**config.mk**
```make
export PLATFORM = sky130hd
export DESIGN_NAME = hgo_obs_port
export DESIGN_NICKNAME = d
export VERILOG_FILES = /design/src/rtl/hgo_obs_port.sv
export SDC_FILE = /design/constraint.sdc
export NUM_CORES = 1
export LEC_CHECK = 0
export CORE_ASPECT_RATIO = 1.1
export CORE_MARGIN = 2
export CORE_UTILIZATION = 19
export CTS_CLUSTER_DIAMETER = 150
export DETAILED_ROUTE_END_ITERATION = 12
export PLACE_DENSITY_LB_ADDON = 0.25
export SYNTH_ARGS = -nofsm -noshare
export SYNTH_HDL_FRONTEND = slang
export SYNTH_SLANG_ARGS = --single-unit
export TNS_END_PERCENT = 30
```
**constraint.sdc**
```tcl
create_clock -name clk_obs -period 4.93 [get_ports clk_obs]
set_input_delay 1.479 -clock clk_obs [delete_from_list [all_inputs] [get_ports clk_obs]]
set_output_delay 1.479 -clock clk_obs [all_outputs]
set_load 0.02 [all_outputs]
```
**src/rtl/hgo_obs_port.sv**
```systemverilog
// hgo_obs_port: observation-port controller for the HGO_Q* debug pads.
// Each of NUM_PADS pads selects one of NUM_SRC single-bit sources.
// Modes: 0 direct (combinational), 1 registered, 2 snapshot serializer, 3 as 1.
// Build option: define HGO_OBS_SNAP_EN to include the snapshot serializer.
// Without it, mode 2 decodes as mode 1 and the snapshot outputs are tied low.

// Per-pad source selector. Select codes at or above NUM_SRC read as 0.
module hgo_obs_pad_sel #(
    parameter int NUM_SRC = 4,
    parameter int SEL_W   = 2
) (
    input  logic [NUM_SRC-1:0] i_src,
    input  logic [SEL_W-1:0]   i_sel,
    output logic               o_bit
);
    localparam int SRC_P = 1 << SEL_W;

    logic [SRC_P-1:0] w_src_pad;

    // Zero-extend the source vector so every select code maps to a defined bit
    generate
        if (SRC_P > NUM_SRC) begin : g_pad
            assign w_src_pad = {{(SRC_P-NUM_SRC){1'b0}}, i_src};
        end else begin : g_nopad
            assign w_src_pad = i_src;
        end
    endgenerate

    assign o_bit = w_src_pad[i_sel];
endmodule

module hgo_obs_port #(
    parameter int NUM_PADS = 2,
    parameter int NUM_SRC  = 4,
    parameter int SEL_W    = $clog2(NUM_SRC),
    parameter int SNAP_W   = 80
) (
    input  logic                      clk_obs,
    input  logic                      HGO_RSTN,
    input  logic [1:0]                i_mode,
    input  logic [NUM_PADS*SEL_W-1:0] i_sel,
    input  logic [NUM_SRC-1:0]        i_src,
    input  logic                      i_snap_req,
    input  logic [SNAP_W-1:0]         i_snap_data,
    input  logic                      i_ovf_clr,
    output logic [NUM_PADS-1:0]       o_pad,
    output logic                      o_snap_busy,
    output logic                      o_snap_ovf
);
    // ------------------------------------------------------------------
    // Reset: asserts asynchronously, releases two clk_obs edges later
    // ------------------------------------------------------------------
    logic [1:0] r_rst_sync;
    logic       w_rst_n;

    // Two-flop release synchronizer for the pad reset
    always_ff @(posedge clk_obs or negedge HGO_RSTN) begin
        if (!HGO_RSTN) r_rst_sync <= 2'b00;
        else           r_rst_sync <= {r_rst_sync[0], 1'b1};
    end

    assign w_rst_n = r_rst_sync[1];

    // ------------------------------------------------------------------
    // Configuration shadow
    // ------------------------------------------------------------------
    logic [1:0]                r_mode_sh;
    logic [NUM_PADS*SEL_W-1:0] r_sel_sh;
    logic                      w_idle;
    logic                      w_cfg_chg;
    logic                      w_direct;
    logic                      w_snap_mode;
    logic                      w_shift;
    logic                      w_ser_bit;

    // A config change is only taken while the serializer is idle; it has
    // priority over a new snapshot request so a deferred mode switch lands
    // in the gap after the running frame instead of being starved.
    assign w_cfg_chg = w_idle && ((i_mode != r_mode_sh) || (i_sel != r_sel_sh));

    // Shadow register for mode and per-pad selects
    always_ff @(posedge clk_obs or negedge w_rst_n) begin
        if (!w_rst_n) begin
            r_mode_sh <= 2'd1;
            r_sel_sh  <= '0;
        end else if (w_cfg_chg) begin
            r_mode_sh <= i_mode;
            r_sel_sh  <= i_sel;
        end
    end

    assign w_direct = (r_mode_sh == 2'd0);

    // ------------------------------------------------------------------
    // Per-pad source selection and registered path
    // ------------------------------------------------------------------
    logic [NUM_PADS-1:0] w_sel_bit;
    logic [NUM_PADS-1:0] r_pad_q;
    logic [NUM_PADS-1:0] w_pad;

    generate
        for (genvar k = 0; k < NUM_PADS; k++) begin : g_lane
            hgo_obs_pad_sel #(
                .NUM_SRC (NUM_SRC),
                .SEL_W   (SEL_W)
            ) u_sel (
                .i_src (i_src),
                .i_sel (r_sel_sh[k*SEL_W +: SEL_W]),
                .o_bit (w_sel_bit[k])
            );
        end
    endgenerate

    // Registered pads; a shadow change forces one break cycle of zeros
    always_ff @(posedge clk_obs or negedge w_rst_n) begin
        if (!w_rst_n)       r_pad_q <= '0;
        else if (w_cfg_chg) r_pad_q <= '0;
        else                r_pad_q <= w_sel_bit;
    end

`ifdef HGO_OBS_SNAP_EN
    // ------------------------------------------------------------------
    // Snapshot serializer
    // ------------------------------------------------------------------
    localparam int CNT_W = (SNAP_W > 1) ? $clog2(SNAP_W) : 1;

    typedef enum logic {
        S_IDLE  = 1'b0,
        S_SHIFT = 1'b1
    } snap_st_e;

    snap_st_e          r_st;
    snap_st_e          w_st_nxt;
    logic [CNT_W-1:0]  r_cnt;
    logic [SNAP_W-1:0] r_shreg;
    logic              r_ovf;
    logic              w_accept;

    assign w_snap_mode = (r_mode_sh == 2'd2);
    assign w_idle      = (r_st == S_IDLE);
    assign w_shift     = (r_st == S_SHIFT);
    assign w_accept    = w_idle && w_snap_mode && i_snap_req && !w_cfg_chg;

    // Serializer state register
    always_ff @(posedge clk_obs or negedge w_rst_n) begin
        if (!w_rst_n) r_st <= S_IDLE;
        else          r_st <= w_st_nxt;
    end

    // Serializer next state: run one frame per accepted request
    always_comb begin
        w_st_nxt = r_st;
        case (r_st)
            S_IDLE:  if (w_accept) w_st_nxt = S_SHIFT;
            S_SHIFT: if (r_cnt == '0) w_st_nxt = S_IDLE;
            default: w_st_nxt = S_IDLE;
        endcase
    end

    // Capture on accept, then shift MSB-first while counting down the frame
    always_ff @(posedge clk_obs or negedge w_rst_n) begin
        if (!w_rst_n) begin
            r_shreg <= '0;
            r_cnt   <= '0;
        end else if (w_accept) begin
            r_shreg <= i_snap_data;
            r_cnt   <= CNT_W'(SNAP_W - 1);
        end else if (w_shift) begin
            r_shreg <= {r_shreg[SNAP_W-2:0], 1'b0};
            if (r_cnt != '0) r_cnt <= r_cnt - 1'b1;
        end
    end

    // Sticky overflow: request seen mid-frame; set beats clear
    always_ff @(posedge clk_obs or negedge w_rst_n) begin
        if (!w_rst_n)                  r_ovf <= 1'b0;
        else if (w_shift && i_snap_req) r_ovf <= 1'b1;
        else if (i_ovf_clr)             r_ovf <= 1'b0;
    end

    assign w_ser_bit   = r_shreg[SNAP_W-1];
    assign o_snap_busy = w_shift;
    assign o_snap_ovf  = r_ovf;
`else
    logic w_unused_snap;

    assign w_snap_mode   = 1'b0;
    assign w_idle        = 1'b1;
    assign w_shift       = 1'b0;
    assign w_ser_bit     = 1'b0;
    assign o_snap_busy   = 1'b0;
    assign o_snap_ovf    = 1'b0;
    assign w_unused_snap = ^{i_snap_req, i_snap_data, i_ovf_clr};
`endif

    // ------------------------------------------------------------------
    // Pad output mux
    // ------------------------------------------------------------------
    // Frame on pads 0/1 while shifting; otherwise direct or registered path
    always_comb begin
        w_pad = '0;
        if (w_shift) begin
            w_pad    = r_pad_q;
            w_pad[0] = w_ser_bit;
            w_pad[1] = 1'b1;
        end else if (w_direct) begin
            w_pad = w_sel_bit;
        end else begin
            w_pad = r_pad_q;
            if (w_snap_mode) w_pad[1:0] = 2'b00;
        end
    end

    assign o_pad = w_pad;
endmodule
```
==> results of run 1 <==
==> cell usage in the layout, fill, tap and decap left out, types with 2 or more instances in the layout <==
master / count
dfrtp_1: 9
xnor2_1: 6
conb_1: 3
mux4_2: 2
clkdlybuf4s50_1: 13
mux2_2: 2
clkbuf_4: 3
==> stage by stage <==
step	area (µm²)	setup WS, ns	cells	utilization
floorplan	450	1.19	37	-
global placement	581	0.251	72	0.260
detailed placement	581	0.262	72	0.260
CTS	607	0.256	76	0.272
global route	607	0.184	76	0.272
finish	607	0.265	76	0.272
==> cell families after synthesis <==
logic type | count (synthesis)
other cells | 2
mux | 4
xor+xnor | 6
flops | 10
simple gates | 5
buf+inv | 9
==> sequential cells by signal, indices dropped and copies added, names as in the netlist <==
signal and cells:
r_mode_sh 2, r_pad_q 2, r_rst_sync 2, r_sel_sh 4
==> worst max-delay path by stage <==
| stage | cells past startpoint | slack (ns) | endpoint |
|---|---|---|---|
| final | 4 | 0.27 | o_pad[0] |
| after floorplan | 2 | 1.19 | o_pad[0] |
| after global placement | 4 | 0.25 | o_pad[0] |
| after detailed placement | 4 | 0.26 | o_pad[0] |
| after global routing | 4 | 0.18 | o_pad[1] |
| after CTS | 4 | 0.26 | o_pad[0] |
==> power breakdown <==
| group | total (mW) | switching [mW] | internal [mW] | leakage, nW |
|---|---|---|---|---|
| Combinational | 0.0259 | 0.00922 | 0.0167 | 0.106 |
| Sequential | 0.0894 | 0.00343 | 0.0859 | 0.120 |
| Clock | 0.0561 | 0.0250 | 0.0311 | 0.0150 |
| Total | 0.171 | 0.0376 | 0.134 | 0.241 |
==> layer usage <==
metal | track usage | part of all wire
met2 | 0.0921 | 0.47
met3 | 0.0464 | 0.081
met5 | 0 | 0
met1 | 0.0625 | 0.45
met4 | 0.0139 | 0
==> area by class of cell <==
cell class                      count  area share
Multi-Input combinational cell     18       0.260
Tap cell                           30      0.0619
Timing Repair Buffer               13       0.214
Sequential cell                    10       0.414
Clock buffer                        4      0.0433
Inverter                            1     0.00619
==> worst max-delay path, delay by kind of cell <==
kind                   cells  cell delay, ns
muxes                      2            0.77
buffers and inverters      2            0.94
==> metrics.yaml, run 1 <==
drt:
  initialDrtViolationCount: 1
  wl_per_cell_um: 8.59
  vias: 265
  avgViaCountPerCell: 3.49
  drt-total-wl_um: 653
  first_pass_iters: 2
  drc: 0
  ant_nets: 0
sta:
  period_minus_slack_ns: 4.66
  clock_skew_ns: 0.00198
  tns_ns: 0
  hold_viol_final: 0
  max_freq_mhz: 214
  rsz0062_at_grt: "no"
  finalCritPeriodShare: 0.946
  setup_viol: 0
  slew_viol_final: 0
  holdWs_ns: 0.126
worst_setup_path:
  r2r_cells: 2
  r2r_start: "r_sel_sh[2]"
  path_class: "input pin to output port"
  cp.required_ns: 3.45
  cp_slowest_cell: "clkdlybuf4s50_1"
  timing.critical_path.mode_cell: "clkdlybuf4s50_1"
  cp-startpoint: "i_src[3]"
  end_kind: "output port"
  cp.arrival_ns: 3.19
  cpPeakStageDelay_ns: 0.53
  crit_chain: "clkdlybuf4s50_1 > mux4_2 > mux2_2 > clkdlybuf4s50_1"
  crit_path_max_fanout: 2
  start_kind: "input pin"
  rr_endpoint: "r_pad_q[1]"
  r2r_slack_ns: 3.76
yosys:
  synth_edf_count: 0
  seq_area_frac_synth: 0.563
  synthArstFlopShare: 1.00
  yosys.area.top_type: "dfrtp_1"
  ys.flop_type: "dfrtp_1"
  yosys_warnings: 0
  synth_fa_ha_area_frac: 0
  synth_area_per_cell_um2: 12.4
  synth_top_family_by_area: "multiplexers"
  synth-simple-area-share: 0.0588
  synth_compound_area_frac: 0
  synth-xor-area-share: 0.118
  ys_ff_latch: 10
  ys_top_cells_by_count: "9 x dfrtp_1, 6 x clkbuf_1, 6 x xnor2_1"
  netlist_instances: 36
  synthMuxAreaShare: 0.151
  synthTopCellsByArea: "dfrtp_1 50%, xnor2_1 12%, mux4_2 10%"
  netlist_area_um2: 447
  yosysMostFrequentCell: "dfrtp_1"
  ys_types: 14
  synth_top_area_frac: 0.504
die:
  start_util: 0.200
  die-area_mm2: 0.00276
  ios: 98
  core_mm2: 0.00223
  num_rows: 18
  fp.dieW_um: 50.2
  die_h_um: 54.9
clock_tree:
  clock_latency_ns: 0.25
  holdBufCountCts: 0
  postCtsSetupRepairBufs: 0
  cts-root-buf: "clkbuf_4"
  h-tree-depth: 1
  cts.repair.resized: 0
  clock_sinks: 10
  numCtsBuffers: 3
  path_clk_slew_ns: 0.06
  cts_tree: "built"
  cts_buffer_depth: 2
place:
  io_buffers: 13
  gp_congestion: 0.614
  dp_hpwl_um: 572
min_path:
  hp-class: "register to asynchronous set/reset pin"
finish:
  fin_nets: 141
  seqCellArea_um2: 251
  syn2layout_area_growth_pct: 35.9
  drive_gt1_frac: 0.174
  multiInputGateArea_um2: 158
  antenna_cells: 0
  nFillCells: 236
global_routing:
  grt_overflow: 0
  grt_usage: 0.0590
  antenna_found_initial: 0
  grt_max_degree: 9
  grt_pass1_wl_um: 1110
  grt_pass1_vias: 274
pwr:
  p_leak_nw: 0.241
  power.density_mw_per_mm2: 282
  finalPower_uw: 171
  ir_worst_vdd_uv: 155
run:
  maxCapViolations: 0
status:
  status: "completed"
Power figures use the tool's default switching activity.
==> run 2, diff against run 1 <==
CTS_CLUSTER_DIAMETER = unset   (was 150)
SLEW_MARGIN = 20   (was unset)
==> results of run 2 <==
No change in the layout: final DEF, timing and power equal those of run 1.
==> run 3, diff against run 2 <==
HOLD_SLACK_MARGIN = 0.03   (was unset)
==> results of run 3 <==
No change in the layout: final DEF, timing and power equal those of run 1.
